File: src/rtl/packed_bus_serializer_pkg.sv
// Shared state encoding and sizing helper for the packed-bus stream blocks.
package packed_bus_serializer_pkg;

  typedef enum logic {
    ST_IDLE = 1'b0,
    ST_SEND = 1'b1
  } state_t;

  // Index width that never collapses to zero bits for single-element buses.
  function automatic int clog2_min1(input int n);
    return (n <= 1) ? 1 : $clog2(n);
  endfunction

endpackage

File: src/rtl/lsb_prienc.sv
// Lowest-set-bit priority encoder with any-set and exactly-one-set flags.
// Purely combinational, zero latency; no flow control.
module lsb_prienc
  import packed_bus_serializer_pkg::*;
#(
  parameter int N  = 8,
  parameter int IW = clog2_min1(N)
) (
  input  logic [N-1:0]  vec,
  output logic [IW-1:0] idx,
  output logic          found,
  output logic          single
);

  // Scanning downward lets the lowest set bit overwrite any higher one.
  always_comb begin
    idx = '0;
    for (int i = N - 1; i >= 0; i--) begin
      if (vec[i]) idx = IW'(i);
    end
  end

  assign found  = |vec;
  assign single = found && ((vec & (vec - N'(1))) == '0);

endmodule

File: src/rtl/packed_bus_serializer.sv
// Emits the enabled elements of a packed word one per handshake, lowest index first.
// First element 1 cycle after accept; m_* held while m_ready is low; one idle cycle between words.
module packed_bus_serializer
  import packed_bus_serializer_pkg::*;
#(
  parameter int WIDTH = 32,
  parameter int LEN   = 8,
  parameter int IDX_W = clog2_min1(LEN)
) (
  input  logic                 clk,
  input  logic                 rst,
  input  logic [WIDTH*LEN-1:0] s_data,
  input  logic [LEN-1:0]       s_mask,
  input  logic                 s_valid,
  output logic                 s_ready,
  output logic [WIDTH-1:0]     m_data,
  output logic [IDX_W-1:0]     m_idx,
  output logic                 m_last,
  output logic                 m_valid,
  input  logic                 m_ready,
  output logic                 busy
);

  state_t               state_q, state_d;
  logic                 ready_q;
  logic [WIDTH*LEN-1:0] shadow_q;
  logic [LEN-1:0]       rem_q;

  logic                 load;
  logic                 adv;
  logic [LEN-1:0]       cur_bit;
  logic [LEN-1:0]       rem_clr;
  logic [LEN-1:0]       scan_mask;
  logic [WIDTH*LEN-1:0] scan_data;
  logic [IDX_W-1:0]     nxt_idx;
  logic                 nxt_found;
  logic                 nxt_single;
  logic [WIDTH-1:0]     sel_data;

  assign s_ready = ready_q && (state_q == ST_IDLE);
  assign m_valid = (state_q == ST_SEND);
  assign busy    = (state_q == ST_SEND);

  // All-zero masks are accepted but never leave IDLE.
  assign load = (state_q == ST_IDLE) && s_valid && s_ready && (|s_mask);
  assign adv  = (state_q == ST_SEND) && m_ready;

  assign cur_bit = LEN'(1) << m_idx;
  assign rem_clr = rem_q & ~cur_bit;

  // One encoder looks ahead at whichever mask the registers will hold next.
  assign scan_mask = load ? s_mask : rem_clr;
  assign scan_data = load ? s_data : shadow_q;

  lsb_prienc #(
    .N  (LEN),
    .IW (IDX_W)
  ) u_prienc (
    .vec    (scan_mask),
    .idx    (nxt_idx),
    .found  (nxt_found),
    .single (nxt_single)
  );

  assign sel_data = scan_data[WIDTH*nxt_idx +: WIDTH];

  always_comb begin
    state_d = state_q;
    case (state_q)
      ST_IDLE: if (load) state_d = ST_SEND;
      ST_SEND: if (adv && !nxt_found) state_d = ST_IDLE;
      default: state_d = ST_IDLE;
    endcase
  end

  always_ff @(posedge clk or posedge rst) begin
    if (rst) begin
      state_q  <= ST_IDLE;
      ready_q  <= 1'b0;
      shadow_q <= '0;
      rem_q    <= '0;
      m_data   <= '0;
      m_idx    <= '0;
      m_last   <= 1'b0;
    end else begin
      state_q <= state_d;
      ready_q <= 1'b1;
      if (load) begin
        shadow_q <= s_data;
        rem_q    <= s_mask;
      end else if (adv) begin
        rem_q <= rem_clr;
      end
      if (load || (adv && nxt_found)) begin
        m_data <= sel_data;
        m_idx  <= nxt_idx;
        m_last <= nxt_single;
      end else if (adv) begin
        m_last <= 1'b0;
      end
    end
  end

endmodule
File: config.mk
export PLATFORM = sky130hd
export DESIGN_NAME = packed_bus_serializer
export DESIGN_NICKNAME = d
export VERILOG_FILES = /design/src/rtl/packed_bus_serializer_pkg.sv /design/src/rtl/lsb_prienc.sv /design/src/rtl/packed_bus_serializer.sv
export SDC_FILE = /design/constraint.sdc
export NUM_CORES = 1
export LEC_CHECK = 0
export ABC_CLOCK_PERIOD_IN_PS = 11400
export BUFFER_PORTS_ARGS = -buffer_cell sky130_fd_sc_hd__clkbuf_2
export CORE_ASPECT_RATIO = 1.4
export CORE_MARGIN = 2
export CORE_UTILIZATION = 45
export CTS_BUF_LIST = sky130_fd_sc_hd__clkbuf_4
export CTS_CLUSTER_DIAMETER = 200
export CTS_CLUSTER_SIZE = 25
export DETAILED_ROUTE_END_ITERATION = 7
export PLACE_DENSITY = 0.78
export SYNTH_ARGS = -nofsm -noshare
export SYNTH_HDL_FRONTEND = slang
export SYNTH_HIERARCHICAL = 1
export SYNTH_SLANG_ARGS = --single-unit
File: constraint.sdc
create_clock -name clk -period 11.4 [get_ports clk]
set_input_delay 0 -clock clk [delete_from_list [all_inputs] [get_ports clk]]
set_output_delay 0 -clock clk [all_outputs]
set_load 0.02 [all_outputs]
==> out/qor.yml, run 1 <==
status:
  status: "did not finish"
  haltStage: "clock tree synthesis (4_1_cts)"
  tool.error: "[ERROR RSZ-0060] Max buffer count reached."
placed_design:
  dp_slack_ns: 5.78
  portBuffers: 306
  gp_congestion: 0.822
  hpwl_um: 29100
  place_area_mm2: 0.0173
synth:
  syn-cell-area_mm2: 0.0158
  yosys_register_bits: 302
  syn_nets: 1912
  yosysSeqAreaShare_pct: 47.7
  netlist_instances: 1644
  netlist-cell-type-count: 47
  yosys_warnings: 6
  synth_area_per_cell_um2: 9.63
cts:
  htreeDepth: 1
  clock_path_buffers: 3
  cts_num_sinks: 302
  ctsHoldBuffers: 464
  numCtsBuffers: 16
  cts_resized: 0
  cts_setup_buffers: 0
  cts_root_buffer: "clkbuf_4"
floorplanning:
  io_pins: 307
  initial_core_util_pct: 45.5
  die_y_um: 226
  die_x_um: 163
  rows: 81
==> cells in the mapped netlist, drive strengths merged <==
cell	number	area [um2]
nor4	2	27.5
o22ai	1	6.26
o311ai	33	289
or4	2	18.8
or2b	1	7.51
nand2	856	3220
o211ai	2	20.0
o41ai	1	8.76
a32oi	1	8.76
inv	7	26.3
o211a	1	10.0
o21ai	35	175
clkbuf	57	214
a31oi	7	43.8
xnor2	1	8.76
a32o	1	10.0
dfrtp	302	7560
o22a	1	8.76
conb	1	3.75
a211oi	2	15.0
nor2b	1	6.26
nand2b	2	12.5
a22oi	62	465
nand4	1	6.26
maj3	1	10.0
o21bai	1	7.51
a2111oi	1	15.0
nor3	4	20.0
mux2i	71	711
nand3b	1	7.51
buf	64	614
nor2	12	45.0
a21oi	3	15.0
mux2	3	33.8
mux4	94	2140
nand3	9	45.0
==> cell families after synthesis <==
group / after synthesis / share of synthesized area, %
compound gates: 152 / 6.94
xor+xnor: 1 / 0.0553
flops: 302 / 47.7
fa+ha+maj: 1 / 0.0632
simple gates: 891 / 21.6
other cells: 1 / 0.0237
mux: 168 / 18.2
buf+inv: 128 / 5.40
==> per-stage QoR <==
step                      hold WS, ns  std cells  util, %
after floorplan                 0.105       1644        -
after global placement         0.0952       2298     49.8
after detailed placement        0.101       2298     49.8
==> run 2: changes to the inputs <==
Settings changed: CORE_ASPECT_RATIO 1.4 to default, CORE_UTILIZATION 45 to 30, CTS_BUF_LIST sky130_fd_sc_hd__clkbuf_4 to default, CTS_CLUSTER_DIAMETER 200 to default, CTS_CLUSTER_SIZE 25 to default, PLACE_DENSITY 0.78 to default, PLACE_DENSITY_LB_ADDON from default to 0.15.
==> out/qor.yml, run 2 <==
cts:
  numCtsBuffers: 38  # +22
  cts_num_sinks: 302  # unchanged
  clock_path_buffers: 3  # unchanged
  htreeDepth: 2  # +1
  tritoncts: "done"
  cts_root_buffer: "clkbuf_16"
  cts_setup_buffers: 0  # unchanged
  clk_pin_slew_ns: 0.06
  cts_resized: 0  # unchanged
  clock_latency_ns: 0.55
pwr:
  ir_drop_mv: 0.285
  power.density_mw_per_mm2: 257
  p_leak_nw: 10.7
routing:
  vias_per_cell: 4.83
  num_vias: 13900
  drt_iter0_drc: 912
  routedWlPerCell_um: 18.1
  final_antenna_net_count: 0
  drt-total-wl_um: 52200
  drt_pass1_iterations: 5
  drc: 0
worst_hold_path:
  hold_path_depth: 4
  hp-start: "s_valid"
  min_path_type: "primary input to flop"
  hold_end: "rem_q[7]$_DFFE_PP0P_"
worst_setup_path:
  crit_buf_inv: 4
  r2r_setup_slack_ns: 6.10
  r2r_end: "m_data[17]$_DFFE_PP0P_"
  crit_path_start_kind: "primary input"
  cp_cell_sequence: "dlygate4sd3_1, clkbuf_2, or4_1, o211ai_4, buf_4, o311ai_1, nand2_1, nor4_4, nand2_1, nand3_4, a211oi_4, buf_4, a22oi_1, nand2_1"
  worstSetupPathType: "primary input to flop"
  r2r_cells: 12
  end_kind: "flop"
  path_max_fanout: 76
  arrival_ns: 6.04
  worstPathRequired_ns: 11.89
  r2r_start: "busy$_DFF_PP0_"
  slowest_delay_ns: 1.21
  worst_path_max_delay_cell: "a211oi_4"
  crit_top_cell: "nand2_1"
  path_delay_family: "compound AO/OA/AOI/OAI gates"
floorplanning:
  initial_core_util_pct: 30.2  # -15 points
  dieArea_mm2: 0.0546
  io_pins: 307  # unchanged
  rows: 84  # +3.7%
  die_y_um: 234  # +3.4%
  die_x_um: 234  # +44%
  core_mm2: 0.0523
cells_and_area:
  final_util_pct: 41.3
  top_regs: "shadow_q (256), m_data (32), rem_q (8)"
  areaGrowthSynthToFinish_pct: 36.7
  fillCellCount: 5145
  final_cell_mix: "854 x nand2_1, 306 x clkbuf_2, 302 x dfrtp_1"
  largest_register: "shadow_q"
  final_common_cell: "nand2_1"
  largest_reg_flops: 256
  drive_gt1_share_pct: 22.3
  layout.nets: 2427
synth:
  synth_area_per_cell_um2: 9.63  # unchanged
  yosys_register_bits: 302  # unchanged
  yosysSeqAreaShare_pct: 47.7  # unchanged
  ys_top_cells_by_count: "855 x nand2_1, 302 x dfrtp_1, 87 x mux4_2"
  synth_top_cell_by_area: "dfrtp_1"
  synthMostInstantiatedCell: "nand2_1"
  syn_nets: 1912  # unchanged
  async_flop_share_pct: 100  # unchanged
  netlist-cell-type-count: 47  # unchanged
  netlist_instances: 1644  # unchanged
  synth_top_cell_area_share_pct: 47.7  # unchanged
  synth_ff_type: "dfrtp_1"
  synthTopCellsByArea: "dfrtp_1 48%, nand2_1 20%, mux4_2 12%, mux2i_1 4.5%, a22oi_1 2.9%"
  synth_edf_count: 0  # unchanged
  syn-cell-area_mm2: 0.0158  # unchanged
  yosys_warnings: 6  # unchanged
grt:
  grt_max_degree: 145
  grt-ovfl-total: 0
  antenna_found_initial: 7
  grt_use_total_pct: 19.1
  grt_pass1_vias: 13900
  grt_pass1_wl_um: 80300
timing:
  finalHoldViolCount: 0
  setup_violations: 0
  skew_ns: 0.0220
  post-route-min-period_ns: 5.55
  rsz0062_at_grt: "false"
  drv_slew: 0
  min_period_over_period_pct: 48.7
  fin_ws_ns: 5.85
  clock.fmax_ghz: 0.180
  slew_headroom_pct: 16.1
  tightest_slew_ns: 1.25
  setup_tns_ns: 0
  fin_hold_ws_ns: 0.0815
placed_design:
  dp_slack_ns: 5.70  # -0.0866 ns
  gp_congestion: 0.777  # -5.5%
  hpwl_um: 33900  # +17%
  portBuffers: 306  # unchanged
status:
  status: "completed"
flow_run:
  max_cap_viol_count: 0
==> run 2: cell counts after synthesis <==
No cell type changed its count.
==> run 2: report_power, final <==
part	internal [mW]	switching, mW
clock network	0.735	0.480
logic	1.09	1.40
registers	1.57	0.278
total	3.40	2.16
==> run 2: worst register-to-register path, delay by kind of cell, from the launching register on <==
family	cells	cell delay, ns
AOI/OAI and AO/OA	4	2.00
DFF	1	0.52
and+or+nand+nor	6	1.52
buffers and inverters	2	1.23
==> run 2: cell type report <==
cell class              count  area [um2]  share of cell area, %
flip-flops and latches    302        7560                   34.9
multi-input cells        1214        7500                   34.7
repair buffers            596        4410                   20.4
clock buffers              60        1180                   5.47
well taps                 688         861                   3.98
clock inverters             9        76.3                  0.353
inverters                   7        33.8                  0.156
diodes                      6        15.0                 0.0694
==> run 2: what timing repair did <==
item / in CTS / in global routing
endpoints found under the hold margin: 390 / 0
hold buffers: 272 / 0
setup endpoints to repair: 0 / 0
==> run 2: how the worst max path moves through the flow <==
stage,start,to,slack [ns],cells past startpoint
2_1_floorplan,rst,busy$_DFF_PP0_,3.05,1
3_3_place_gp,s_mask[0],m_data[17]$_DFFE_PP0P_,5.73,13
3_5_place_dp,s_mask[0],m_data[17]$_DFFE_PP0P_,5.70,13
4_1_cts,s_mask[0],m_data[17]$_DFFE_PP0P_,5.74,14
5_1_grt,s_mask[0],m_data[17]$_DFFE_PP0P_,5.37,14
6_report,s_mask[0],m_data[17]$_DFFE_PP0P_,5.85,14
==> run 2: cells by family after synthesis <==
group / count (synthesis) / share of synthesized area (%)
AO/OA/AOI/OAI: 152 / 6.94
XOR/XNOR: 1 / 0.0553
adder cells (fa/ha/maj): 1 / 0.0632
buffers and inverters: 128 / 5.40
flip-flops: 302 / 47.7
multiplexers: 168 / 18.2
other: 1 / 0.0237
AND/OR/NAND/NOR: 891 / 21.6
==> run 2: per-stage QoR <==
stage               total power, mW  instance area, um2  cells
finish                         5.55               21600   2882
global route                   5.97               21600   2880
CTS                            5.64               21600   2875
detailed placement             4.30               17600   2534
global placement               4.25               17600   2534
floorplan                      3.59               15800   1644
==> run 2: layer usage <==
layer | wire length [um] | track usage [%] | up-vias | share of wire, %
met5 | 24 | 0 | - | 0.046
met4 | 1070 | 5.62 | 4 | 2.1
met3 | 2440 | 2.99 | 66 | 4.7
met2 | 24700 | 30.7 | 359 | 47
met1 | 24000 | 26.6 | 6885 | 46
li1 | - | - | 6593 | -
Note: power is estimated with default switching activity, not from simulation.
==> run 3: changes to the inputs <==
Settings changed: ABC_AREA from default to 1, ABC_CLOCK_PERIOD_IN_PS 11400 to 5300.
Clock period 11.4 ns to 5.3 ns, I/O delays scaled along.
==> out/qor.yml, run 3 <==
routing:
  drt-total-wl_um: 60100  # +15%
  drt_pass1_iterations: 5  # unchanged
  drc: 0  # unchanged
  vias_per_cell: 4.73  # -1.9%
  num_vias: 15700  # +13%
  drt_iter0_drc: 1053  # +15%
  routedWlPerCell_um: 18.1  # about the same
  final_antenna_net_count: 0  # unchanged
floorplanning:
  dieArea_mm2: 0.0546  # about the same
  initial_core_util_pct: 30.2  # about the same
  die_x_um: 234  # about the same
  die_y_um: 234  # about the same
  rows: 84  # unchanged
  core_mm2: 0.0523  # unchanged
  io_pins: 307  # unchanged
synth:
  ys_top_cells_by_count: "687 x nand3_1, 520 x nand2_1, 302 x dfrtp_1"
  yosys_warnings: 6  # unchanged
  syn_nets: 2373  # +24%
  yosysSeqAreaShare_pct: 47.8  # about the same
  synth_ff_type: "dfrtp_1"
  synth_area_per_cell_um2: 7.52  # -22%
  synth_edf_count: 0  # unchanged
  synthMostInstantiatedCell: "nand3_1"
  netlist_instances: 2105  # +28%
  async_flop_share_pct: 100  # unchanged
  netlist-cell-type-count: 22  # -53%
  synth_top_cell_area_share_pct: 47.8  # about the same
  syn-cell-area_mm2: 0.0158  # about the same
  yosys_register_bits: 302  # unchanged
  synthTopCellsByArea: "dfrtp_1 48%, nand3_1 22%, nand2_1 12%, inv_1 5.9%, and2_1 5.1%"
  synth_top_cell_by_area: "dfrtp_1"
timing:
  skew_ns: 0.0138  # -0.00816 ns
  finalHoldViolCount: 0  # unchanged
  tightest_slew_ns: 1.18  # -0.0733 ns
  clock.fmax_ghz: 0.260
  min_period_over_period_pct: 72.7
  slew_headroom_pct: 21.3  # +5.2 points
  setup_tns_ns: 0  # unchanged
  post-route-min-period_ns: 3.85
  rsz0062_at_grt: "false"
  drv_slew: 0  # unchanged
  setup_violations: 0  # unchanged
grt:
  grt_pass1_vias: 15700  # +13%
  grt-ovfl-total: 0  # unchanged
  grt_use_total_pct: 21.8  # +2.8 points
  grt_pass1_wl_um: 91900  # +14%
  antenna_found_initial: 3  # -4
  grt_max_degree: 160  # +10%
cells_and_area:
  final_util_pct: 41.8  # +0.41 points
  layout.nets: 2873  # +18%
  top_regs: "shadow_q (256), m_data (32), rem_q (8)"
  largest_register: "shadow_q"
  final_cell_mix: "687 x nand3_1, 519 x nand2_1, 306 x clkbuf_2"
  multiInputGateArea_mm2: 0.00679  # -9.5%
  fillCellCount: 5377  # +4.5%
  areaGrowthSynthToFinish_pct: 38.1
  drive_gt1_share_pct: 15.3  # -7.0 points
  final_common_cell: "nand3_1"
  largest_reg_flops: 256  # unchanged
  area.sequential_mm2: 0.00756  # unchanged
worst_setup_path:
  cp_cell_sequence: "nor3b_4, o21ai_4, buf_4, o311ai_0, o21ai_1, nor2_4, nand4_1, nand3_1, a21boi_4, nor2_4, buf_4, nand3_1, nand3_1"
  worstSetupPathType: "flop to flop"
  crit_path_start_kind: "flop"
  worstPathRequired_ns: 5.78  # -6.11 ns
  worst_path_max_delay_cell: "buf_4"
  path_max_fanout: 48  # -37%
  end_kind: "flop"
  slowest_delay_ns: 0.54  # -0.67 ns
  arrival_ns: 4.33  # -1.71 ns
  crit_top_cell: "nand3_1"
pwr:
  power.density_mw_per_mm2: 620  # +140%
  ir_drop_mv: 0.503  # +76%
  p_leak_nw: 11.5  # +7.4%
cts:
  tritoncts: "done"
  numCtsBuffers: 39  # +2.6%
  cts_root_buffer: "clkbuf_16"
  clk_pin_slew_ns: 0.06  # about the same
  clock_latency_ns: 0.56  # about the same
  htreeDepth: 2  # unchanged
  cts_setup_buffers: 0  # unchanged
  cts_num_sinks: 302  # unchanged
  clock_path_buffers: 3  # unchanged
flow_run:
  max_cap_viol_count: 0  # unchanged
status:
  status: "completed"
worst_hold_path:
  min_path_type: "primary input to flop"
placed_design:
  portBuffers: 306  # unchanged
  hpwl_um: 38300  # +13%
  gp_congestion: 0.888  # +14%
[run 3: cell type report]
cell class / instances / area share (%)
clock inverter: 6 / 0.149
antenna: 2 / 0.0229
sequential: 302 / 34.6
multi-input combinational: 1415 / 31.1
tap: 688 / 3.94
inverter: 247 / 4.29
timing repair buffer: 600 / 20.4
clock buffer: 65 / 5.61
[run 3: cell families after synthesis]
| group | Yosys count | synth area share [%] |
|---|---|---|
| AOI/OAI and AO/OA | 29 | 1.14 |
| other | 1 | 0.0237 |
| and+or+nand+nor | 1385 | 41.3 |
| DFF | 302 | 47.8 |
| buffers and inverters | 388 | 9.83 |
[run 3: worst max-delay path: cells and delay by family, from the launching register on]
kind	cells	cell delay [ns]
simple gates	7	1.44
flops	1	0.50
buf+inv	2	0.91
compound gates	4	0.89
[run 3: power breakdown]
group | total, mW | switching (mW) | internal [mW] | leakage (nW)
clock | 2.63 | 1.06 | 1.57 | 0.619
sequential | 3.76 | 0.383 | 3.38 | 3.56
combinational | 7.17 | 4.79 | 2.38 | 7.33
total | 13.6 | 6.23 | 7.33 | 11.5
[run 3: final timing paths]
path	startpoint	end	slack (ns)	cells past startpoint
min in group asynchronous	rst	shadow_q[159]$_DFF_PP0_	0.11	3
max in group asynchronous	rst	shadow_q[22]$_DFF_PP0_	3.56	5
min	s_valid	rem_q[6]$_DFFE_PP0P_	0.07	5
max reg2reg	busy$_DFF_PP0_	m_data[14]$_DFFE_PP0P_	1.45	13
max	busy$_DFF_PP0_	m_data[14]$_DFFE_PP0P_	1.45	13
min reg2reg	shadow_q[15]$_DFF_PP0_	shadow_q[15]$_DFF_PP0_	0.46	2
[run 3: per-stage QoR]
step | hold WS (ns) | instances | area [um2] | power (mW) | worst slack, ns
after floorplan | 0.169 | 2105 | 15800 | 8.40 | 1.28
after CTS | 0.0403 | 3323 | 21900 | 13.7 | 1.38
after global placement | 0.164 | 2983 | 17900 | 10.8 | 1.51
after global routing | 0.107 | 3325 | 21900 | 14.7 | 1.14
final | 0.0728 | 3325 | 21900 | 13.6 | 1.45
after detailed placement | 0.168 | 2983 | 17900 | 10.9 | 1.41
[run 3: timing repair]
item | 4_1_cts | 5_1_grt
resized for setup | 0 | 0
hold buffers | 269 | 0
endpoints found under the hold margin | 304 | 0
[run 3: routing by layer]
| metal | vias to the layer above | wire length [um] | track usage, % |
|---|---|---|---|
| met5 | - | 13 | 0 |
| met3 | 82 | 3060 | 3.63 |
| met1 | 7473 | 28800 | 31.5 |
| met2 | 407 | 26600 | 33.2 |
| li1 | 7769 | - | - |
| met4 | 2 | 1590 | 6.69 |
==> run 4: changes to the inputs <==
Settings changed: ABC_CLOCK_PERIOD_IN_PS 5300 to 3400.
Clock period 5.3 ns to 3.4 ns, I/O delays scaled along.
==> out/qor.yml, run 4 (same netlist as run 3, synthesis figures left out) <==
worst_setup_path:
  r2r_end: "m_data[21]$_DFFE_PP0P_"
  crit_path_start_kind: "flop"
  r2r_setup_slack_ns: 0.27  # -1.18 ns
  worstPathRequired_ns: 3.82  # -1.96 ns
  r2r_start: "busy$_DFF_PP0_"
  worstSetupPathType: "flop to flop"
  path_max_fanout: 27  # -44%
  end_kind: "flop"
  arrival_ns: 3.55  # -0.78 ns
  r2r_cells: 16  # +3
timing:
  tightest_slew_ns: 1.47  # +0.293 ns
  rsz0062_at_grt: "false"
  slew_headroom_pct: 1.75  # -20 points
  finalHoldViolCount: 0  # unchanged
  clock.fmax_ghz: 0.319  # +23%
  setup_violations: 0  # unchanged
  min_period_over_period_pct: 92.1  # +19 points
  skew_ns: 0.0200  # +0.00625 ns
  fin_ws_ns: 0.270  # -1.18 ns
  post-route-min-period_ns: 3.13  # -0.721 ns
  setup_tns_ns: 0  # unchanged
  drv_slew: 0  # unchanged
routing:
  final_antenna_net_count: 0  # unchanged
  drt_iter0_drc: 1115  # +5.9%
  drt_pass1_iterations: 5  # unchanged
  num_vias: 15900  # +0.79%
  drc: 0  # unchanged
  drt-total-wl_um: 60300  # +0.20%
  routedWlPerCell_um: 18.1  # about the same
  vias_per_cell: 4.76  # +0.52%
pwr:
  power_mw: 21.7  # +60%
  p_sw_share_pct: 45.1  # -0.90 points
  comb_power_share_pct: 54.4  # +1.5 points
  ir_drop_mv: 0.742  # +47%
  power.share.clock_pct: 18.5  # -0.9 points
  power.density_mw_per_mm2: 979  # +58%
  p_leak_nw: 11.6  # +1.2%
  power_frac_seq_pct: 27.1  # -0.7 points
  p_int_mw: 11.9  # +63%
  p_sw_mw: 9.77  # +57%
cells_and_area:
  design_area_mm2: 0.0222  # +1.4%
  final_util_pct: 42.3  # +0.57 points
  top_regs: "shadow_q (256), m_data (32), rem_q (8)"
  areaGrowthSynthToFinish_pct: 40.0
  final_cell_mix: "687 x nand3_1, 519 x nand2_1, 306 x clkbuf_2"
  diodes: 0  # -2
  largest_reg_flops: 256  # unchanged
  fillCellCount: 5399  # +0.41%
  final_common_cell: "nand3_1"
  largest_register: "shadow_q"
  drive_gt1_share_pct: 16.1  # +0.73 points
  layout.nets: 2888  # +0.52%
grt:
  grt-ovfl-total: 0  # unchanged
  grt_use_total_pct: 21.9  # +0.026 points
  grt_pass1_wl_um: 92200  # +0.35%
  antenna_found_initial: 0  # -3
  grt_max_degree: 202  # +26%
  grt_pass1_vias: 15800  # +0.22%
worst_hold_path:
  hold_end: "rem_q[0]$_DFFE_PP0P_"
  hold_path_depth: 6  # +1
  hp-start: "s_mask[0]"
  min_path_type: "primary input to flop"
cts:
  clk_pin_slew_ns: 0.06  # about the same
  clock_latency_ns: 0.55  # about the same
  tritoncts: "done"
  htreeDepth: 2  # unchanged
  numCtsBuffers: 39  # unchanged
  cts_root_buffer: "clkbuf_16"
  clock_path_buffers: 3  # unchanged
  cts_num_sinks: 302  # unchanged
floorplanning:
  die_y_um: 234  # unchanged
  dieArea_mm2: 0.0546  # unchanged
  io_pins: 307  # unchanged
  initial_core_util_pct: 30.2  # unchanged
  core_mm2: 0.0523  # unchanged
  die_x_um: 234  # unchanged
  rows: 84  # unchanged
placed_design:
  place_area_mm2: 0.0182  # +1.5%
  dp_slack_ns: 0.0904  # -1.32 ns
  gp_congestion: 0.898  # +1.1%
  portBuffers: 306  # unchanged
  hpwl_um: 38500  # +0.64%
status:
  status: "completed"
flow_run:
  max_cap_viol_count: 0  # unchanged
==> run 4: cell types whose count changed in the layout (fill, tap and decap cells not counted), sizes merged <==
cell / before / now
o21ai: 16 / 17
bufinv: 0 / 1
clkbuf: 371 / 362
buf: 25 / 42
inv: 245 / 249
clkinvlp: 2 / 1
clkinv: 6 / 8
dlygate4sd3: 269 / 265
diode: 2 / 0
==> run 4: area by class of cell <==
class | instances | area, um2 | area share, %
clock buffer | 55 | 1120 | 5.04
inverter | 247 | 937 | 4.23
multi-input combinational | 1416 | 6800 | 30.7
tap | 688 | 861 | 3.89
timing repair buffer | 614 | 4780 | 21.6
sequential | 302 | 7560 | 34.1
clock inverter | 12 | 100 | 0.452
==> run 4: how the worst max path moves through the flow <==
stage                     cells past startpoint                endpoint      startpoint  slack [ns]
after global routing                         15  m_data[21]$_DFFE_PP0P_  busy$_DFF_PP0_       0.006
final                                        16  m_data[21]$_DFFE_PP0P_  busy$_DFF_PP0_        0.27
after global placement                       15  m_data[21]$_DFFE_PP0P_  busy$_DFF_PP0_        0.12
after CTS                                    15  m_data[21]$_DFFE_PP0P_  busy$_DFF_PP0_        0.04
after floorplan                               1          busy$_DFF_PP0_             rst       -0.62
after detailed placement                     15  m_data[21]$_DFFE_PP0P_  busy$_DFF_PP0_        0.09
==> run 4: timing repair <==
item                                    4_1_cts  5_1_grt
endpoints found under the setup margin        0       28
endpoints found under the hold margin       574        0
setup buffers                                 0        6
hold buffers                                265        0
resized for setup                             0        5
==> run 4: through the flow <==
| stage | hold WS (ns) | instances |
|---|---|---|
| after floorplan | 0.169 | 2105 |
| after global placement | -0.0771 | 2995 |
| after detailed placement | -0.0803 | 2995 |
| after CTS | 0.0352 | 3327 |
| after global routing | 0.105 | 3334 |
| final | 0.0680 | 3334 |
==> run 4: worst max-delay path: stages (launching register included) <==
cell	delay, ns
dfrtp_1	0.48
nor3b_4	0.36
o21ai_4	0.19
o311ai_0	0.14
o21ai_1	0.21
inv_1	0.12
nand3_1	0.09
nand2_1	0.07
nand2_1	0.09
a21oi_4	0.26
buf_12	0.15
buf_12	0.17
nand3_1	0.12
nand3_1	0.11
nand2_1	0.10
nand2_1	0.21
nand3_1	0.10
==> run 4: power by group through the flow <==
stage | clock network, mW | registers [mW] | logic, mW
after floorplan | 0 | 5.99 | 7.10
after global placement | 0 | 5.90 | 11.3
after detailed placement | 0 | 5.92 | 11.4
after CTS | 4.14 | 5.87 | 11.7
after global routing | 4.28 | 6.02 | 13.2
final | 4.01 | 5.87 | 11.8
==> run 4: per-layer routing <==
metal / share of wire, % / vias up / global-route usage (%)
met5: 0 / - / 0
met4: 2.6 / 0 / 6.51
met3: 4.8 / 82 / 2.95
met2: 44 / 428 / 33.2
met1: 49 / 7549 / 32.1
li1: - / 7799 / -
